### config.mk
export PLATFORM = sky130hd
export DESIGN_NAME = fp_addsub_seq
export DESIGN_NICKNAME = d
export VERILOG_FILES = /design/src/rtl/fp_addsub_seq.sv
export SDC_FILE = /design/constraint.sdc
export NUM_CORES = 1
export LEC_CHECK = 0
export ABC_AREA = 1
export ABC_CLOCK_PERIOD_IN_PS = 3900
export CORE_UTILIZATION = 65
export CTS_BUF_LIST = sky130_fd_sc_hd__clkbuf_4 sky130_fd_sc_hd__clkbuf_8
export DETAILED_ROUTE_END_ITERATION = 16
export HOLD_SLACK_MARGIN = 0.15
export PLACE_DENSITY = 0.95
export SLEW_MARGIN = 30
export SYNTH_ARGS = -nofsm -noshare
export SYNTH_HDL_FRONTEND = slang
export SYNTH_SLANG_ARGS = --single-unit
### constraint.sdc
create_clock -name clk -period 3.9 [get_ports clk]
set_input_delay 0.975 -clock clk [delete_from_list [all_inputs] [get_ports clk]]
set_output_delay 0.975 -clock clk [all_outputs]
set_load 0.05 [all_outputs]
### src/rtl/fp_addsub_seq.sv
// fp_addsub_seq
//   Multi-cycle floating-point add/subtract on a small operand register bank.
//   Number format: {sign, exp[EXP_W], frac[FRAC_W]}, where value = (-1)^s * 0.f * 2^e.
//   The exponent is unsigned with no bias, and the leading 1 of frac is explicit.
//   The operation steps through SORT -> ALIGN -> ADD -> NORM. NORM repeats while the
//   fraction still needs left shifts.
// Ports
//   clk, reset_n         rising-edge clock, asynchronous active-low reset
//   load/load_idx/din    bank write (accepted only when idle)
//   start/idx_a/idx_b    start bank[idx_a] +/- bank[idx_b] (accepted only when idle)
//   op_sub               1: a - b, 0: a + b
//   wb_en/wb_idx         write the result back into the bank on completion
//   busy                 operation in flight
//   done                 one-cycle pulse with a fresh result
//   result/ovf/zero      last result and its flags, held until the next completion
module fp_addsub_seq #(
  parameter int EXP_W  = 4,
  parameter int FRAC_W = 8,
  parameter int NREG   = 2,
  localparam int IW    = $clog2(NREG),
  localparam int W     = 1 + EXP_W + FRAC_W
) (
  input  logic          clk,
  input  logic          reset_n,
  input  logic          load,
  input  logic [IW-1:0] load_idx,
  input  logic [W-1:0]  din,
  input  logic          start,
  input  logic [IW-1:0] idx_a,
  input  logic [IW-1:0] idx_b,
  input  logic          op_sub,
  input  logic          wb_en,
  input  logic [IW-1:0] wb_idx,
  output logic          busy,
  output logic          done,
  output logic [W-1:0]  result,
  output logic          ovf,
  output logic          zero
);

  typedef enum logic [2:0] {S_IDLE, S_SORT, S_ALIGN, S_ADD, S_NORM} state_t;

  state_t state_q, state_d;
  logic [W-1:0]      a_q, a_d, b_q, b_d;
  logic              sub_q, sub_d, wb_en_q, wb_en_d;
  logic [IW-1:0]     wb_idx_q, wb_idx_d;
  logic              sign_q, sign_d, eff_sub_q, eff_sub_d;
  logic [EXP_W-1:0]  exp_q, exp_d, es_q, es_d;
  logic [FRAC_W-1:0] fb_q, fb_d, fs_q, fs_d;
  logic [FRAC_W:0]   sum_q, sum_d;
  logic [W-1:0]      result_q, result_d;
  logic              busy_q, busy_d, done_q, done_d, ovf_q, ovf_d, zero_q, zero_d;

  logic [W-1:0]      bank_rd [NREG];
  logic [W-1:0]      rd_a, rd_b;
  logic              load_we, wb_we;
  logic [EXP_W-1:0]  exp_diff;

  assign load_we  = load && (state_q == S_IDLE);
  assign exp_diff = exp_q - es_q;

  // An index that matches no entry (only possible for non-power-of-2 NREG) reads as 0.
  always_comb begin
    rd_a = '0;
    rd_b = '0;
    for (int i = 0; i < NREG; i++) begin
      if (idx_a == IW'(i)) rd_a = bank_rd[i];
      if (idx_b == IW'(i)) rd_b = bank_rd[i];
    end
  end

  // Operand bank. Each entry is one register. An out-of-range write index matches no entry,
  // so that write is dropped.
  for (genvar gi = 0; gi < NREG; gi++) begin : g_bank
    logic [W-1:0] entry_q, entry_d;
    always_comb begin
      entry_d = entry_q;
      if (load_we && (load_idx == IW'(gi))) entry_d = din;
      if (wb_we && (wb_idx_q == IW'(gi)))   entry_d = result_d;
    end
    always_ff @(posedge clk or negedge reset_n) begin
      if (!reset_n) entry_q <= '0;
      else          entry_q <= entry_d;
    end
    assign bank_rd[gi] = entry_q;
  end

  always_comb begin
    state_d   = state_q;
    a_d       = a_q;
    b_d       = b_q;
    sub_d     = sub_q;
    wb_en_d   = wb_en_q;
    wb_idx_d  = wb_idx_q;
    sign_d    = sign_q;
    eff_sub_d = eff_sub_q;
    exp_d     = exp_q;
    es_d      = es_q;
    fb_d      = fb_q;
    fs_d      = fs_q;
    sum_d     = sum_q;
    result_d  = result_q;
    busy_d    = busy_q;
    done_d    = 1'b0;
    ovf_d     = ovf_q;
    zero_d    = zero_q;
    wb_we     = 1'b0;

    case (state_q)
      S_IDLE: begin
        if (start) begin
          // The operands are read from registers, so a load in this same cycle is not visible yet.
          a_d      = rd_a;
          b_d      = rd_b;
          sub_d    = op_sub;
          wb_en_d  = wb_en;
          wb_idx_d = wb_idx;
          busy_d   = 1'b1;
          state_d  = S_SORT;
        end
      end
      S_SORT: begin
        eff_sub_d = a_q[W-1] ^ b_q[W-1] ^ sub_q;
        // Order the operands by magnitude {exp, frac}. On a tie, a is the big operand.
        if (a_q[W-2:0] >= b_q[W-2:0]) begin
          sign_d = a_q[W-1];
          exp_d  = a_q[W-2:FRAC_W];
          fb_d   = a_q[FRAC_W-1:0];
          es_d   = b_q[W-2:FRAC_W];
          fs_d   = b_q[FRAC_W-1:0];
        end else begin
          sign_d = b_q[W-1] ^ sub_q;
          exp_d  = b_q[W-2:FRAC_W];
          fb_d   = b_q[FRAC_W-1:0];
          es_d   = a_q[W-2:FRAC_W];
          fs_d   = a_q[FRAC_W-1:0];
        end
        state_d = S_ALIGN;
      end
      S_ALIGN: begin
        // Truncating alignment: bits shifted out are lost, and a wide gap aligns to zero.
        if (32'(exp_diff) >= FRAC_W) fs_d = '0;
        else                         fs_d = fs_q >> exp_diff;
        state_d = S_ADD;
      end
      S_ADD: begin
        if (eff_sub_q) sum_d = {1'b0, fb_q} - {1'b0, fs_q};
        else           sum_d = {1'b0, fb_q} + {1'b0, fs_q};
        state_d = S_NORM;
      end
      S_NORM: begin
        state_d = S_IDLE;
        busy_d  = 1'b0;
        done_d  = 1'b1;
        ovf_d   = 1'b0;
        zero_d  = 1'b0;
        wb_we   = wb_en_q;
        if (sum_q == '0) begin
          result_d = '0;
          zero_d   = 1'b1;
        end else if (sum_q[FRAC_W]) begin
          if (exp_q == '1) begin
            result_d = {sign_q, {EXP_W{1'b1}}, {FRAC_W{1'b1}}};
            ovf_d    = 1'b1;
          end else begin
            result_d = {sign_q, exp_q + 1'b1, sum_q[FRAC_W:1]};
          end
        end else if (sum_q[FRAC_W-1]) begin
          result_d = {sign_q, exp_q, sum_q[FRAC_W-1:0]};
        end else if (exp_q == '0) begin
          result_d = '0;
          zero_d   = 1'b1;
        end else begin
          // Shift left one more place. The operation does not complete this cycle.
          sum_d   = {sum_q[FRAC_W-1:0], 1'b0};
          exp_d   = exp_q - 1'b1;
          state_d = S_NORM;
          busy_d  = 1'b1;
          done_d  = 1'b0;
          ovf_d   = ovf_q;
          zero_d  = zero_q;
          wb_we   = 1'b0;
        end
      end
      default: state_d = S_IDLE;
    endcase
  end

  always_ff @(posedge clk or negedge reset_n) begin
    if (!reset_n) begin
      state_q   <= S_IDLE;
      a_q       <= '0;
      b_q       <= '0;
      sub_q     <= 1'b0;
      wb_en_q   <= 1'b0;
      wb_idx_q  <= '0;
      sign_q    <= 1'b0;
      eff_sub_q <= 1'b0;
      exp_q     <= '0;
      es_q      <= '0;
      fb_q      <= '0;
      fs_q      <= '0;
      sum_q     <= '0;
      result_q  <= '0;
      busy_q    <= 1'b0;
      done_q    <= 1'b0;
      ovf_q     <= 1'b0;
      zero_q    <= 1'b0;
    end else begin
      state_q   <= state_d;
      a_q       <= a_d;
      b_q       <= b_d;
      sub_q     <= sub_d;
      wb_en_q   <= wb_en_d;
      wb_idx_q  <= wb_idx_d;
      sign_q    <= sign_d;
      eff_sub_q <= eff_sub_d;
      exp_q     <= exp_d;
      es_q      <= es_d;
      fb_q      <= fb_d;
      fs_q      <= fs_d;
      sum_q     <= sum_d;
      result_q  <= result_d;
      busy_q    <= busy_d;
      done_q    <= done_d;
      ovf_q     <= ovf_d;
      zero_q    <= zero_d;
    end
  end

  assign busy   = busy_q;
  assign done   = done_q;
  assign result = result_q;
  assign ovf    = ovf_q;
  assign zero   = zero_q;

endmodule
==> results of run 1 <==
routing by layer:
layer,routed length (um),up-vias
met5,0,-
met4,649,0
met3,1460,69
met2,8810,313
met1,7420,3123
li1,-,3216
cells by family after synthesis:
logic type,share of synthesized area (%)
AND/OR/NAND/NOR,29.7
flip-flops,39.8
adder cells (fa/ha/maj),5.28
XOR/XNOR,1.77
AO/OA/AOI/OAI,13.3
buffers and inverters,10.2
final cells by class:
type | count | share of cell area [%]
Tap cell | 136 | 2.23
Clock buffer | 10 | 1.81
Clock inverter | 6 | 1.22
Sequential cell | 110 | 36.1
Multi-Input combinational cell | 713 | 45.5
Inverter | 145 | 7.14
Timing Repair Buffer | 46 | 5.99
sequential cells by signal (all words and copies together) (netlist names):
signal          cells
fs_q                8
a_q                13
result             13
state_q             3
wb_idx_q            1
sum_q               9
g_bank.entry_q     26
exp_q               4
sign_q              1
wb_en_q             1
sub_q               1
fb_q                8
zero                1
done                1
ovf                 1
eff_sub_q           1
es_q                4
b_q                13
busy                1
path summary, 6_finish.rpt:
| path | from | to | slack [ps] |
|---|---|---|---|
| setup / recovery | result[3] | result[3] | 1300 |
| hold / removal | b_q[12] | b_q[12] | 520 |
| setup reg to reg | sum_q[8] | g_bank[1].entry_q[2] | 1330 |
| hold reg to reg | b_q[12] | b_q[12] | 520 |
| max in group asynchronous | reset_n | result[0] | 2610 |
| min in group asynchronous | reset_n | fb_q[5] | 580 |
stage by stage:
stage | utilization, % | area, sq um | hold WS [ps]
5_1_grt | 73.8 | 7620 | 533
4_1_cts | 73.8 | 7610 | 516
2_1_floorplan | - | 6920 | 450
3_3_place_gp | 71.5 | 7380 | 483
6_report | 73.8 | 7620 | 518
3_5_place_dp | 71.5 | 7380 | 487
cell usage in the layout (no fill, tap or decap), types with 3 or more instances in the layout:
master	Yosys	routed
sky130_fd_sc_hd__a21oi_1	81	81
sky130_fd_sc_hd__a22oi_1	9	9
sky130_fd_sc_hd__a31oi_1	3	3
sky130_fd_sc_hd__buf_4	1	6
sky130_fd_sc_hd__clkbuf_8	0	10
sky130_fd_sc_hd__clkdlybuf4s50_1	0	38
sky130_fd_sc_hd__dfrtp_1	110	110
sky130_fd_sc_hd__ha_1	26	26
sky130_fd_sc_hd__inv_1	142	142
sky130_fd_sc_hd__nand2_1	274	274
sky130_fd_sc_hd__nand3_1	69	69
sky130_fd_sc_hd__nand3_2	3	3
sky130_fd_sc_hd__nand4_1	7	7
sky130_fd_sc_hd__nor2_1	126	126
sky130_fd_sc_hd__nor3_1	7	7
sky130_fd_sc_hd__o211ai_1	3	3
sky130_fd_sc_hd__o21ai_0	70	70
sky130_fd_sc_hd__or2_2	4	4
sky130_fd_sc_hd__xnor2_1	4	4
sky130_fd_sc_hd__xor2_1	10	10
==> out/summary.md, run 1 <==
Kind of path behind the tightest hold check: register to register. The congestion estimate from routability-driven global placement came to 0.913. The H-tree was split into 3 levels.

The combined buffer and inverter count along the critical path was 1; the actual slew at the worst max-slew pin was 984 ps. After detailed routing, the number of vias per cell comes to 5.76. The core region is 10300 sq um. Between clock sinks in the finished design, the worst skew comes to 13.4 ps. The run gives 0 as the residual DRC count.

For this run, the post-layout net count is 1076. At the placement stage, the worst setup path has a slack of 972 ps. In this run, placement finished with an instance count of 1150. Synthesis handed over a netlist of 1006 instances.

The critical path goes through clkdlybuf4s50_1. Setup repair after global routing left no endpoint under its margin. Static timing analysis puts the maximum clock frequency at 385 MHz. sky130_fd_sc_hd__dfrtp_1 takes more of the synthesized area than any other cell. The number of unique standard cell types used by synthesis was 33; the diode insertion count for antenna repair was 0.

Among cell families on the critical path, the largest total delay comes from buffers and inverters. The run gives 40 as the top-level I/O count. The fraction of the yosys area taken by sequential cells was 39.8%; the quantity of I/O buffers inserted on ports was 39. The total overflow left after global routing is 0.

The share of synthesized area in the top cell type comes to 39.8%. The routed length per instance is 15.7 um, and the total of cells resized after clock tree synthesis is 0. For met1 alone, demand over resource in global routing was 45.1%.

TritonCTS created 9 clock buffers. The tools report the largest buffer count on any clock path as 2. The tools report the remaining number of nets flagged by the antenna check after routing as 0.

The number of buffers added to fix hold violations after cts is 0, and the cell depth of the worst setup path is 1. The number of enable-type register cells in the synthesized netlist is 0, and the number of pins exceeding their max-slew limit in the final report is 0. Global routing used 8.04% of the available met3 tracks. The largest net degree at the start of global routing was 72. The logs give 3460 sq um for the area used by multi-input combinational logic and 37 for the site row count.

The type of element launching the critical path was a register. The number of setup violations in the final report was 0. The run finished with clean final reports. For the worst flop-to-flop path, the logic depth is 7. Post-synth design cell area: 6920 sq um. The initial core utilization was 67.1%; the aggregate negative setup slack was 0 ps.

The share of flip-flops with an asynchronous set or reset after synthesis is 100%. Startpoint-to-endpoint class of the critical path: register to output port. In the global route stage, met2 resource usage came out at 56.7%.

For this design, the slowest cell found on the critical path is sky130_fd_sc_hd__clkdlybuf4s50_1. The die covers 11100 sq um. The area growth from synthesis to layout is 10.0%. For the worst setup path, the data required time is 2920 ps.

The vertical extent of the die was 105 um; the final critical-path setup slack was 1300 ps. The detailed router placed 6721 vias in this run. Clock tree synthesis selected as its root buffer the cell sky130_fd_sc_hd__clkbuf_8.

Cells with a size suffix above 1 make up 3.59% of the layout. The first detailed-routing pass ran for 6 iterations. During synthesis, Yosys emitted a total of 0 warnings. Endpoint class of the critical path: an output port.

After synthesis, the cell types taking the most area are sky130_fd_sc_hd__dfrtp_1 (40%), sky130_fd_sc_hd__nand2_1 (15%), sky130_fd_sc_hd__inv_1 (7.7%). The global routing stage identified its most utilized layer as met2. The most used flip-flop cell after synthesis is sky130_fd_sc_hd__dfrtp_1. In this run, synthesis produced a sequential element count of 110. TritonCTS built the clock tree.

For this run, the total global-route usage over all layers was measured as 34.7%. The run gives 380 ps as the clock network latency to the later pin of the worst-skew pair. After clock tree synthesis, the clock-pin slew on the worst setup and hold paths is 110 ps.

The part of the cycle the worst path needs is 66.6%. The tools report the half-perimeter wire length after detailed placement as 13.4 mm. Wires add up to 18.3 mm.

Once the clock tree was built, the setup fixing pass inserted 0 buffers. Via count of the first global-routing pass: 6412. In this run the horizontal extent of the chip is 105 um. The critical-path maximum fanout came out at 3. Cell depth of the worst min-delay path: 2. Data on the critical path arrives at its endpoint at 1620 ps. The run gives 1057 as the number of nets in the synthesized netlist. The tools report the area of all sequential standard cells as 2750 sq um. Across the run, the number of max-cap violations was 0.

The detailed router finished its first iteration with 721 violations. The first global-routing pass estimated 30.2 mm of wire. Clock tree synthesis found a total of 110 sinks. The count of fill cells added during filler insertion came out at 768. The most repeated cell in the gate-level netlist after synthesis was sky130_fd_sc_hd__nand2_1. The number of non-filler instances in the completed layout came out at 1166. The final number of hold-violating endpoints is 0. A synthesized cell averages 6.88 sq um.

The worst pin sits at a relative slew slack of 34.2%. Counting instances in the post-synthesis netlist gives the leading cell types as sky130_fd_sc_hd__nand2_1 (274), sky130_fd_sc_hd__inv_1 (142), sky130_fd_sc_hd__nor2_1 (126). The tools report the initial antenna violation count as 0. The minimum clock period is 2600 ps, and the delay of the slowest cell on the worst path is 840 ps.
Power of run 1 is not shown: default switching activity piles up to over one toggle a cycle in this logic, so the estimate is an artifact.
==> run 2, diff against run 1 <==
--- a/config.mk
+++ b/config.mk
@@ -6,12 +6,12 @@
 export NUM_CORES = 1
 export LEC_CHECK = 0
 export ABC_AREA = 1
-export ABC_CLOCK_PERIOD_IN_PS = 3900
-export CORE_UTILIZATION = 65
+export ABC_CLOCK_PERIOD_IN_PS = 2560
+export CORE_UTILIZATION = 62
 export CTS_BUF_LIST = sky130_fd_sc_hd__clkbuf_4 sky130_fd_sc_hd__clkbuf_8
 export DETAILED_ROUTE_END_ITERATION = 16
 export HOLD_SLACK_MARGIN = 0.15
-export PLACE_DENSITY = 0.95
+export PLACE_DENSITY = 0.91
 export SLEW_MARGIN = 30
 export SYNTH_ARGS = -nofsm -noshare
 export SYNTH_HDL_FRONTEND = slang
==> constraint.sdc (replaced) <==
create_clock -name clk -period 2.56 [get_ports clk]
set_input_delay 0.64 -clock clk [delete_from_list [all_inputs] [get_ports clk]]
set_output_delay 0.64 -clock clk [all_outputs]
set_load 0.05 [all_outputs]
==> run 2 against run 1 <==
Effect of this change:
- core utilization is 2.5 points lower
- setup slack worse by 1100 ps
- routed wire length is 2.5% lower
- cell area is 1.4% higher
==> out/summary.md, run 2 (synthesis results as in run 1) <==
The detailed router placed 6689 vias in this run. Before antenna repair, the detailed router went through 9 iterations. In this run the top signal layer used is met4.

The register with the most flip-flops in the layout has 26 of them. The run gives 3 as the H-tree depth reported by CTS. The part of the cycle the worst path needs is 90.4%, and the final clock skew is 9.43 ps.

The library cells used most frequently in the layout, excluding fill and tap cells, are sky130_fd_sc_hd__nand2_1 (274), sky130_fd_sc_hd__inv_1 (142), sky130_fd_sc_hd__nor2_1 (126). The worst setup path is launched from a register. Clock-pin slew was measured on the worst setup and hold paths at 100 ps.

The worst path needs 2310 ps of the cycle, external delays included. The register bank with the most flops is g_bank.entry_q. Measured in cells, the most critical reg-to-reg path has a length of 15. For the remaining number of nets flagged by the antenna check after routing, the log shows 0.

The startpoint-to-endpoint class of the critical path was register to register. Tracing the worst setup path back leads to its startpoint at fs_q[2]. For the starting DRC count in detailed routing, the log shows 657. In this run the critical register-to-register path is launched from fs_q[2].

The logs give 40 for the top-level I/O count and 33.0% for the total track usage. Quantity of I/O buffers inserted on ports: 39. STA classifies the critical path endpoint as a register. Data on the critical path arrives at its endpoint at 2590 ps.

Once the floorplan was initialized, standard cells occupied 63.9% of the core. The clock network latency to the later pin of the worst-skew pair was 380 ps. The kind of path behind the tightest hold check was primary input to asynchronous set/reset pin. The maximum clock frequency was 432 MHz. The number of pins exceeding their max-slew limit in the final report came out at 0. The run gives 9 as the number of buffers created by CTS. Buffers added to address setup during post-CTS repair amount to 0.

The wire-length estimate of the detail-placed layout is 13.5 mm. The tree is rooted in a sky130_fd_sc_hd__clkbuf_8. The area of all sequential standard cells was 2750 sq um; the required time at the worst-slack endpoint was 2840 ps. The via count of the first global-routing pass was 6230; the critical-path maximum fanout was 5.

The max-cap check violation count was 0. In the routed layout, each cell is associated on average with a via count of 5.63. For the final number of hold-violating endpoints, the log shows 0.

The diode insertion count for antenna repair is 0. Hold is met by 235 ps. Summed over all nets, wire length on met2 after detailed routing comes to 8.55 mm. Setup violations remaining at the end of the flow were counted as 0. The final-stage net count is 1094. TritonCTS built the clock tree.

Entering global routing, the biggest net connects 47 pins. The largest buffer count on any clock path was 2; the share of cells above drive strength 1 was 5.34%. Total length of routed met3 wires: 1.32 mm. The first global-routing pass estimated 29.5 mm of wire. The run finished with clean final reports. The floorplan step set the die height to 108 um. In this run the register-to-register setup slack is 250 ps. The floorplan step defined a die boundary enclosing 11600 sq um.

The congestion estimate from routability-driven global placement came to 0.912. Measured along the x axis, the die boundary spans 108 um. The post-layout utilization of the core is 71.2%.

In the final routing, the length of wire on met1 measures 7.41 mm. The area of the core is 10800 sq um, and the actual slew at the worst max-slew pin is 598 ps. Summing all multi-input logic gate instances after layout gives 3470 sq um. The initial antenna violation count was 0; the count of fill cells added during filler insertion was 866.

For the final routed database, the setup TNS stands at 0 ps. Setup repair after global routing left no endpoint under its margin. The residual DRC count is 0, and the synthesis-to-finish area growth is 11.5%.

Measured against its own limit, the worst slew margin works out to 60.0%. Row generation in the floorplan step produced 38 rows. After detailed routing, the average wire length per cell comes to 15.1 um. Leaving out fill and tap cells, the most frequent cell in the layout is sky130_fd_sc_hd__nand2_1. Global routing finished with a remaining overflow of 0. For this design, the sink count on the clock tree is 110.

The tools report the final wirelength as 17.9 mm.
## run 2: path summary, 6_finish.rpt
kind                                  end
worst max-delay path             sum_q[6]
worst min-delay path               a_q[6]
min in group clk                  b_q[12]
max in group asynchronous       result[2]
worst min register to register    b_q[12]
worst max register to register   sum_q[6]
## run 2: timing repair
item | CTS | global route
endpoints found under the setup margin | 0 | 3
hold buffers | 0 | 0
resized for setup | 0 | 2
## run 2: final cells by class
type / instances / share of cell area, %
Timing Repair Buffer: 64 / 7.78
Sequential cell: 110 / 35.6
Inverter: 145 / 7.05
Multi-Input combinational cell: 713 / 44.9
Clock inverter: 6 / 0.583
Tap cell: 140 / 2.27
Clock buffer: 10 / 1.78
## run 2: through the flow
stage,worst slack (ps),std cells,instance area [sq um]
after floorplan,337,1006,6920
after global placement,275,1172,7540
after detailed placement,197,1172,7540
after CTS,191,1188,7720
after global routing,26.5,1188,7720
final,245,1188,7720
## run 2: critical path, stage by stage (launching register included)
cell and delay, ps:
sky130_fd_sc_hd__dfrtp_1 430, sky130_fd_sc_hd__inv_1 130, sky130_fd_sc_hd__nand3_1 100, sky130_fd_sc_hd__nor2_1 150, sky130_fd_sc_hd__nand2_1 70, sky130_fd_sc_hd__nand2_1 70, sky130_fd_sc_hd__xnor2_1 110, sky130_fd_sc_hd__inv_1 50
sky130_fd_sc_hd__ha_1 330, sky130_fd_sc_hd__inv_1 110, sky130_fd_sc_hd__o21bai_1 90, sky130_fd_sc_hd__a21oi_1 120, sky130_fd_sc_hd__nand2_1 70, sky130_fd_sc_hd__or2_2 270, sky130_fd_sc_hd__nand2_1 60, sky130_fd_sc_hd__a21oi_1 60
## run 2: routing by layer
metal | vias up | GRT usage [%]
li1 | 3260 | -
met1 | 3081 | 43.3
met2 | 289 | 53.9
met3 | 59 | 5.57
met4 | 0 | 14.1
met5 | - | 0
Power of run 2 is left out for the same reason.
==> run 3, diff against run 2 <==
--- a/config.mk
+++ b/config.mk
@@ -5,13 +5,12 @@
 export SDC_FILE = /design/constraint.sdc
 export NUM_CORES = 1
 export LEC_CHECK = 0
-export ABC_AREA = 1
 export ABC_CLOCK_PERIOD_IN_PS = 2560
 export CORE_UTILIZATION = 62
 export CTS_BUF_LIST = sky130_fd_sc_hd__clkbuf_4 sky130_fd_sc_hd__clkbuf_8
 export DETAILED_ROUTE_END_ITERATION = 16
 export HOLD_SLACK_MARGIN = 0.15
-export PLACE_DENSITY = 0.91
+export PLACE_DENSITY = 0.92
 export SLEW_MARGIN = 30
 export SYNTH_ARGS = -nofsm -noshare
 export SYNTH_HDL_FRONTEND = slang
==> run 3 against run 2 <==
Effect of this change:
- die area down 6.0%
- non-clock buffer count increased by 11
- via count fell by 18%
- maximum frequency shrank 6.5%
- critical path depth fell by 8
- core utilization increased by 1.3 points
- clock-buffer cell count fell by 1
- synthesized area fell by 6.1%
- sequential cell count did not move
- register-to-register slack worse by 160 ps
- final cell count decreased by 26%
==> out/summary.md, run 3 <==
TritonCTS built the clock tree. The worst setup path is launched from a register. The relative max-transition margin is 62.0%, and the count of fill cells added during filler insertion is 685.

The final number of hold-violating endpoints was 0; the detailed-routing iteration count for the pre-antenna-repair pass was 5. The root buffer selected by CTS was sky130_fd_sc_hd__clkbuf_8. After global routing the overflow that remains totals 0.

From bottom edge to top edge, the die measures 104 um. The tools report the aggregate negative setup slack as 0 ps. The area share of the largest cell type after synthesis was 42.4%.

The initialized floorplan defines 37 standard-cell rows. The most repeated cell in the gate-level netlist after synthesis was sky130_fd_sc_hd__dfrtp_1. The tools report the signal arrival time at the worst endpoint as 2740 ps. Synthesis produced 689 cells. After layout, the minimum clock period comes to 2480 ps. The required time at the worst-slack endpoint is 2820 ps. Share of cells above drive strength 1: 12.3%. STA classifies the critical path endpoint as a register. The actual slew at the worst max-slew pin was 566 ps; the total track usage was 32.2%.

The initial utilization of the core area, before any placement, comes to 63.5%. Summing over every cut layer, the via total after detailed routing is 5472. The floorplan step defined a core boundary enclosing 10200 sq um.

The worst path uses 96.7% of the clock period. The startpoint identified for the worst register-to-register timing path is b_q[0]. The detail route stage leaves a number of antenna-violating nets equal to 0. The full die area was 10900 sq um.

The number of pins exceeding their max-slew limit in the final report was 0. The routed length per instance was 19.2 um. The path class of the tightest hold or removal check is primary input to asynchronous set/reset pin. The width of the die works out to 104 um. The register bank with the most flops was g_bank.entry_q. Max-cap violations in this run came to 0. In the synthesized netlist the dominant register cell turns out to be sky130_fd_sc_hd__dfrtp_1. For this design, the sink count on the clock tree is 110. Setup violations remaining at the end of the flow were counted as 0.

The tools report the starting DRC count in detailed routing as 528. The tools report the final weighted congestion in routability-driven placement as 0.917. The number of buffers created by CTS was 9. The final clock skew is 9.19 ps, and the flip-flop and latch count after synthesis is 110. The run gives 0 as the initial antenna violation count. Entering global routing, the biggest net connects 50 pins.

Buffers placed on the I/O ports in this run total 39. The design area came out at 7420 sq um. The synthesis-to-finish area growth was 14.2%; the top-level I/O count was 40. The number of cells on the worst reg-to-reg path is 7. The first global-routing pass estimated 27.5 mm of wire. Counting instances in the post-synthesis netlist gives the leading cell types as sky130_fd_sc_hd__dfrtp_1 (110), sky130_fd_sc_hd__mux2i_1 (81), sky130_fd_sc_hd__a21oi_1 (73). The cell accounting for the most synthesized area is sky130_fd_sc_hd__dfrtp_1. The post-synthesis area per instance works out to 9.43 sq um. The share of flip-flops with an asynchronous set or reset after synthesis was 100%; the critical-path maximum fanout was 4. Setup repair after global routing could not meet its margin everywhere. Leading cell type in the layout, fill and taps excluded: sky130_fd_sc_hd__dfrtp_1. H-tree depth reported by CTS: 3. Summing all placed instances gives a cell area of 7190 sq um. After detailed routing, the number of remaining DRC violations is 0. The flip-flop count of the largest register after layout is 26. Clock transition at the registers of the reported paths: 100 ps. For the via count of the first global-routing pass, the log shows 5546. In this run the register-to-register setup slack is 80 ps. In the layout the commonest cells are sky130_fd_sc_hd__dfrtp_1 (110), sky130_fd_sc_hd__mux2i_1 (81), sky130_fd_sc_hd__a21oi_1 (73).

The endpoint of the lowest-slack register-to-register path was fs_q[3]. The run gives 12.5 mm as the half-perimeter wire length after detailed placement. Once the clock tree was built, the setup fixing pass inserted 0 buffers. For the final wirelength, the log shows 16.8 mm. For this run, the top clock speed supported by timing is 404 MHz.

The clock reaches the later pin of the worst-skew pair after 380 ps. In the routed layout, each cell is associated on average with a via count of 6.25. The flow ran to the end, and the final reports show no timing, DRC or antenna violations.

The diode insertion count for antenna repair is 0. The number of unique standard cell types used by synthesis came out at 58. The run gives 740 as the number of nets in the synthesized netlist. The run gives 42.4% as the fraction of the yosys area taken by sequential cells.

Ranked by total cell area, the synthesized netlist is headed by sky130_fd_sc_hd__dfrtp_1 (42%), sky130_fd_sc_hd__mux2i_1 (12%), sky130_fd_sc_hd__a21oi_1 (5.6%). The synthesized design contains 0 enable-type register cells. Across all hold checks on the routed design, the worst slack comes to 252 ps. The worst setup path is of the register to register kind. For the largest buffer count on any clock path, the log shows 2. The tools report the post-synth design cell area as 6500 sq um. Final-stage net count: 785.

The count of warnings emitted by yosys came out at 0.
[run 3: area by class of cell]
cell class | instances | area [sq um] | share of cell area [%]
multi-input combinational | 499 | 3470 | 46.8
sequential | 110 | 2750 | 37.1
timing repair buffer | 75 | 699 | 9.42
tap | 136 | 170 | 2.29
inverter | 39 | 146 | 1.97
clock buffer | 9 | 124 | 1.67
clock inverter | 7 | 58.8 | 0.792
[run 3: cell families (layout without fill, tap and decap cells)]
group,after synthesis,count (layout),synth area share [%]
xor gates and xnor gates,14,14,1.89
DFF,110,110,42.4
adders and majority gates,28,28,5.62
buffers and inverters,80,130,4.89
AOI/OAI and AO/OA,184,184,16.7
and+or+nand+nor,171,171,12.3
muxes,102,102,16.2
[run 3: critical path, cell delays in order, from the launching register on]
cell	delay, ps
sky130_fd_sc_hd__dfrtp_1	430
sky130_fd_sc_hd__ha_1	300
sky130_fd_sc_hd__nand2b_4	150
sky130_fd_sc_hd__a2111oi_4	330
sky130_fd_sc_hd__nor4_1	90
sky130_fd_sc_hd__or4_4	470
sky130_fd_sc_hd__mux2_4	310
sky130_fd_sc_hd__a221o_1	290
[run 3: timing repair]
action / CTS / global route
hold endpoints to repair: 0 / 0
resized for setup: 1 / 14
endpoints found under the setup margin: 2 / 5
pin swaps: 1 / 9
hold buffers: 0 / 0
[run 3: stage by stage]
step	utilization, %	setup WS [ps]	cells
after floorplan	-	86.1	689
after global placement	70.3	94.1	859
after detailed placement	70.3	-17.8	859
after CTS	72.1	0.994	875
after global routing	72.5	-5.26	875
final	72.5	84.8	875
[run 3: worst max-delay path by stage]
stage | startpoint | to | depth (start not counted)
CTS | fs_q[0] | sum_q[8] | 10
global placement | fs_q[0] | sum_q[8] | 10
global route | fs_q[2] | sum_q[8] | 9
floorplan | fs_q[1] | sum_q[8] | 10
finish | b_q[0] | fs_q[3] | 7
detailed placement | fs_q[0] | sum_q[8] | 10
[run 3: metal layers]
| metal | global-route usage [%] | vias to the layer above | routed length, um | share of wire [%] |
|---|---|---|---|---|
| met4 | 16.3 | 0 | 760 | 4.5 |
| met1 | 41.0 | 2642 | 6870 | 41 |
| met2 | 52.8 | 252 | 8120 | 48 |
| met3 | 5.51 | 50 | 1030 | 6.1 |
| li1 | - | 2528 | - | - |
| met5 | 0 | - | 0 | 0 |
Power of run 3 is left out for the same reason.
